$ cat config.mk
export PLATFORM = sky130hd
export DESIGN_NAME = g_4evt_latch_flat
export DESIGN_NICKNAME = d
export VERILOG_FILES = /design/src/rtl/g_4evt_latch_if.sv /design/src/rtl/g_4evt_latch.sv /design/src/flat_wrapper.sv
export SDC_FILE = /design/constraint.sdc
export NUM_CORES = 1
export LEC_CHECK = 0
export CORE_ASPECT_RATIO = 0.7
export CORE_MARGIN = 5
export CORE_UTILIZATION = 49
export DETAILED_ROUTE_END_ITERATION = 8
export PLACE_DENSITY = 0.81
export RECOVER_POWER = 100
export SLEW_MARGIN = 0
export SYNTH_ARGS = -nofsm -noshare
export SYNTH_HDL_FRONTEND = slang
export SYNTH_SLANG_ARGS = --single-unit
$ cat constraint.sdc
create_clock -name CLK -period 4.1 [get_ports CLK]
set_clock_uncertainty 0.1 [all_clocks]
set_input_delay 0.82 -clock CLK [delete_from_list [all_inputs] [get_ports CLK]]
set_output_delay 0.82 -clock CLK [all_outputs]
set_load 0.01 [all_outputs]
$ cat src/rtl/g_4evt_latch_if.sv
// Event sources, mask/clear controls and flag/status outputs of the g_4evt_latch capture stage.
interface g_4evt_latch_if;
  logic       A, B, C, D;
  logic [3:0] MASK;
  logic [3:0] CLR;
  logic       QA, QB, QC, QD;
  logic [3:0] OVF;
  logic [3:0] EVT;
  logic       RDY;

  modport master (output A, B, C, D, MASK, CLR,
                  input  QA, QB, QC, QD, OVF, EVT, RDY);
  modport slave  (input  A, B, C, D, MASK, CLR,
                  output QA, QB, QC, QD, OVF, EVT, RDY);
endinterface

$ cat src/rtl/g_4evt_latch.sv
// Four-channel sync + edge-detect + sticky flag stage feeding g_4or; flag/EVT visible SYNC_STAGES edges
// after the input settles; no backpressure, CLR is a level and a same-cycle capture always wins over it.
module g_4evt_latch #(
  parameter int SYNC_STAGES = 2,
  parameter int EDGE        = 0
) (
  input  logic           CLK,
  input  logic           RSTN,
  g_4evt_latch_if.slave  bus
);

  localparam logic [2:0] CNT_MAX = 3'(SYNC_STAGES + 1);

  logic [SYNC_STAGES-1:0][3:0] sync_q;
  logic [3:0] in_w, s_w, prev_q, edge_w, cap_w;
  logic [3:0] flag_q, flag_d, ovf_q, ovf_d, evt_q;
  logic [2:0] cnt_q, cnt_d;
  logic       rdy_w;

  assign in_w  = {bus.D, bus.C, bus.B, bus.A};
  assign s_w   = sync_q[SYNC_STAGES-1];
  assign rdy_w = (cnt_q == CNT_MAX);
  assign cnt_d = rdy_w ? cnt_q : cnt_q + 3'd1;

  always_comb begin
    case (EDGE)
      1:       edge_w = ~s_w & prev_q;
      2:       edge_w = s_w ^ prev_q;
      default: edge_w = s_w & ~prev_q;
    endcase
  end

  // Warm-up gate hides the edge an input already high at reset release would otherwise produce.
  assign cap_w = edge_w & ~bus.MASK & {4{rdy_w}};

  always_comb begin
    flag_d = flag_q;
    ovf_d  = ovf_q;
    for (int i = 0; i < 4; i++) begin
      if (cap_w[i] && bus.CLR[i]) begin
        flag_d[i] = 1'b1;
        ovf_d[i]  = 1'b0;
      end else if (cap_w[i] && flag_q[i]) begin
        ovf_d[i]  = 1'b1;
      end else if (cap_w[i]) begin
        flag_d[i] = 1'b1;
      end else if (bus.CLR[i]) begin
        flag_d[i] = 1'b0;
        ovf_d[i]  = 1'b0;
      end
    end
  end

  always_ff @(posedge CLK or negedge RSTN) begin
    if (!RSTN) begin
      sync_q <= '0;
      prev_q <= '0;
      flag_q <= '0;
      ovf_q  <= '0;
      evt_q  <= '0;
      cnt_q  <= '0;
    end else begin
      sync_q <= {sync_q[SYNC_STAGES-2:0], in_w};
      prev_q <= s_w;
      flag_q <= flag_d;
      ovf_q  <= ovf_d;
      evt_q  <= cap_w;
      cnt_q  <= cnt_d;
    end
  end

  assign bus.QA  = flag_q[0];
  assign bus.QB  = flag_q[1];
  assign bus.QC  = flag_q[2];
  assign bus.QD  = flag_q[3];
  assign bus.OVF = ovf_q;
  assign bus.EVT = evt_q;
  assign bus.RDY = rdy_w;

endmodule

$ cat src/flat_wrapper.sv
// flat-port wrapper written by rule: the top's interface ports become plain ports
module g_4evt_latch_flat 
#(
  parameter int SYNC_STAGES = 2,
  parameter int EDGE        = 0
)
  (CLK, RSTN, bus_A, bus_B, bus_C, bus_D, bus_MASK, bus_CLR, bus_QA, bus_QB, bus_QC, bus_QD, bus_OVF, bus_EVT, bus_RDY);
  g_4evt_latch_if bus_i ();
  input  logic CLK;
  input  logic RSTN;
  input wire logic [$bits(bus_i.A)-1:0] bus_A;
  input wire logic [$bits(bus_i.B)-1:0] bus_B;
  input wire logic [$bits(bus_i.C)-1:0] bus_C;
  input wire logic [$bits(bus_i.D)-1:0] bus_D;
  input wire logic [$bits(bus_i.MASK)-1:0] bus_MASK;
  input wire logic [$bits(bus_i.CLR)-1:0] bus_CLR;
  output wire logic [$bits(bus_i.QA)-1:0] bus_QA;
  output wire logic [$bits(bus_i.QB)-1:0] bus_QB;
  output wire logic [$bits(bus_i.QC)-1:0] bus_QC;
  output wire logic [$bits(bus_i.QD)-1:0] bus_QD;
  output wire logic [$bits(bus_i.OVF)-1:0] bus_OVF;
  output wire logic [$bits(bus_i.EVT)-1:0] bus_EVT;
  output wire logic [$bits(bus_i.RDY)-1:0] bus_RDY;
  assign bus_i.A = bus_A;
  assign bus_i.B = bus_B;
  assign bus_i.C = bus_C;
  assign bus_i.D = bus_D;
  assign bus_i.MASK = bus_MASK;
  assign bus_i.CLR = bus_CLR;
  assign bus_QA = bus_i.QA;
  assign bus_QB = bus_i.QB;
  assign bus_QC = bus_i.QC;
  assign bus_QD = bus_i.QD;
  assign bus_OVF = bus_i.OVF;
  assign bus_EVT = bus_i.EVT;
  assign bus_RDY = bus_i.RDY;
  g_4evt_latch #(.SYNC_STAGES(SYNC_STAGES), .EDGE(EDGE)) u_core (.CLK(CLK), .RSTN(RSTN), .bus(bus_i));
endmodule
==> qor.txt <==
Status -> complete, no violations
CTS tree -> built
Maximum number of pins on one net before global-route repair -> 28
Number of clock sinks -> 27
Synth warn -> 0
Leak -> 0.579 nW
Power per cell area -> 355 nW/um^2
Setup slack, reg-to-reg -> 2.57 ns
Floorplan die area -> 3000 um^2
Most common library cell in the layout ignoring fill and taps -> sky130_fd_sc_hd__dfrtp_1
Die W -> 63.4 um
Min-Delay Path Class -> reg2reg
Highest metal layer with signal wires -> met3
Met2 routed wirelength -> 654 um
Period utilization -> 70.0%
Top library cells by usage in the layout, fill and taps aside -> sky130_fd_sc_hd__dfrtp_1 (27), sky130_fd_sc_hd__dlygate4sd3_1 (18), sky130_fd_sc_hd__inv_1 (9), sky130_fd_sc_hd__clkdlybuf4s50_1 (8), sky130_fd_sc_hd__nand2_1 (5)
Antenna-violating nets left -> 0
Critical path arrival -> 1.95 ns
RSZ-0062 raised after global routing -> no
Max_slew headroom -> 24.2%
Largest cells by area after synthesis -> sky130_fd_sc_hd__dfrtp_1 (69%), sky130_fd_sc_hd__nand4bb_4 (11%), sky130_fd_sc_hd__o22ai_2 (5.1%), sky130_fd_sc_hd__inv_1 (3.5%), sky130_fd_sc_hd__ha_1 (2.6%)
Crit-path max FO -> 9
Initial core utilization -> 52.3%
Register area share after synthesis -> 69.1%
End point of the critical path -> bus_RDY
Number of antenna cells inserted -> 0
Wire length of the first global-routing pass -> 2780 um
Number of cells traversed by the worst register-to-register path -> 3
Placed cells -> 106
Number of register bits inferred by synthesis -> 27
Sum of net half-perimeters after detailed placement -> 1130 um
Routed wire per std cell -> 13.4 um
Total negative slack for setup checks -> 0 ns
Post-CTS setup-driven buffer insertion count -> 0
Final setup violation count -> 0
Critical Path Start Type -> flip-flop
Clock latency at the later pin of the worst-skew pair -> 0.32 ns
Fraction of the core area covered by cells at the end of the flow -> 64.7%
Maximum root-to-sink buffer count -> 2
Post-layout instance area -> 1210 um^2
Core area -> 1870 um^2
Met3 WL post-DR -> 147 um
Share of the synthesized area in the top cell type -> 69.1%
Resized cells post-CTS -> 0
Transition time at the pin with the least slew margin -> 1.13 ns
Share of final-layout standard cells stronger than drive strength 1 -> 9.09%
Worst supply voltage drop on vdd -> 0.000322 V
Std-Cell Rows -> 13
Global route overflow -> 0
Via count of the first global-routing pass -> 581
Final Net Count -> 105
Via-to-Cell Ratio -> 4.67
Number of iterations in the first detailed-routing pass -> 2
DIE HEIGHT -> 47.4 um
Post-Syn Instances -> 59
Placer Congestion -> 0.656
Total power -> 0.430 mW
Sum of routed wire length over all layers -> 1480 um
I/O pin total -> 27
Cell at the root of the clock tree -> sky130_fd_sc_hd__clkbuf_4
Wl on met1 -> 676 um
First element of the critical path -> u_core.cnt_q[0]
DRC violation count after routing -> 0
Period minus WS final -> 2.87 ns
Total CTS buffers -> 3
Post-Layout Cell Count -> 110
Clock-pin slew of the registers on the worst-case setup and hold paths -> 0.14 ns
Antenna violations before repair -> 0
Synthesized net count -> 75
Max Cap Viol -> 0
Via count of the routed design -> 514
Setup CP Type -> reg2out
Worst r2r dst -> u_core.cnt_q[1]
GRT Overall Usage -> 12.6%
Data required time at the worst endpoint -> 3.18 ns
Hold buffers post-CTS -> 0
Cell Area, Synth -> 978 um^2
Setup crit end kind -> output pin
Launch instance of the worst register-to-register path -> u_core.cnt_q[0]
Number of slew-limit violations in the final report -> 0
Placed instance area -> 1250 um^2
Maximum achievable frequency -> 348 MHz
Area growth, synth to finish -> 23.8%
CTS H-tree lvls -> 1
Number of buffers inserted by port buffering -> 26
DRT iter0 DRCs -> 5
Syn avg cell area -> 16.6 um^2
Cell variety after synth -> 11
Final Hold Violating Endpoints -> 0
Biggest area consumer among synthesized cells -> sky130_fd_sc_hd__dfrtp_1
==> synthesized netlist by cell type (all sizes together) <==
| master | count |
|---|---|
| mux2 | 1 |
| o21ai | 1 |
| o22ai | 4 |
| nand4bb | 4 |
| nand2b | 4 |
| buf | 1 |
| ha | 2 |
| inv | 9 |
| xnor2 | 1 |
| dfrtp | 27 |
| nand2 | 5 |
==> state kept, by name, summed over array words and instances, names as in the netlist <==
signal,cells
u_core.bus.EVT,4
u_core.bus.OVF,4
u_core.cnt_q,3
u_core.flag_q,4
u_core.prev_q,4
u_core.s_w,4
u_core.sync_q,4
==> kinds of logic (layout without fill, tap and decap cells) <==
| kind of cell | Yosys count | count (layout) | synth area share (%) |
|---|---|---|---|
| buffers and inverters | 10 | 39 | 4.60 |
| adder cells (fa/ha/maj) | 2 | 2 | 2.56 |
| XOR/XNOR | 1 | 1 | 0.895 |
| AO/OA/AOI/OAI | 5 | 5 | 5.63 |
| multiplexers | 1 | 1 | 1.53 |
| AND/OR/NAND/NOR | 13 | 13 | 15.7 |
| flip-flops | 27 | 27 | 69.1 |
==> metal layers <==
metal | up-vias | GRT usage [%]
met1 | 241 | 16.1
li1 | 248 | -
met3 | 0 | 6.70
met5 | - | 0
met4 | 0 | 3.73
met2 | 25 | 18.8
==> final cells by class <==
class / instances / area (um^2)
Tap cell: 22 / 27.5
Timing Repair Buffer: 26 / 260
Sequential cell: 27 / 676
Multi-Input combinational cell: 22 / 184
Inverter: 9 / 33.8
Clock inverter: 1 / 7.51
Fill cell: 146 / 659
Clock buffer: 3 / 22.5
==> power breakdown <==
| part | switching [mW] | internal [mW] |
|---|---|---|
| clock network | 0.0736 | 0.0372 |
| logic | 0.0150 | 0.0221 |
| registers | 0.00471 | 0.278 |
| total | 0.0933 | 0.337 |
==> worst max-delay path: stages, from the launching register on <==
cell                            delay [ns]
sky130_fd_sc_hd__dfrtp_1              0.40
sky130_fd_sc_hd__ha_1                 0.16
sky130_fd_sc_hd__ha_1                 0.40
sky130_fd_sc_hd__dlygate4sd3_1        0.67
==> worst min-delay path by stage <==
stage | from | to | depth (start not counted)
2_1_floorplan | u_core.sync_q[0] | u_core.s_w[0] | 0
5_1_grt | u_core.sync_q[2] | u_core.s_w[2] | 0
3_5_place_dp | u_core.sync_q[1] | u_core.s_w[1] | 0
3_3_place_gp | u_core.sync_q[1] | u_core.s_w[1] | 0
6_report | u_core.sync_q[2] | u_core.s_w[2] | 0
4_1_cts | u_core.sync_q[2] | u_core.s_w[2] | 0
==> metrics by stage <==
step / hold slack [ns] / setup slack, ns
after global routing: 0.276 / 1.07
after CTS: 0.268 / 1.06
after detailed placement: 0.235 / 1.45
after global placement: 0.232 / 1.52
final: 0.265 / 1.23
after floorplan: 0.231 / 2.39
Note: power is estimated with default switching activity, not from simulation.
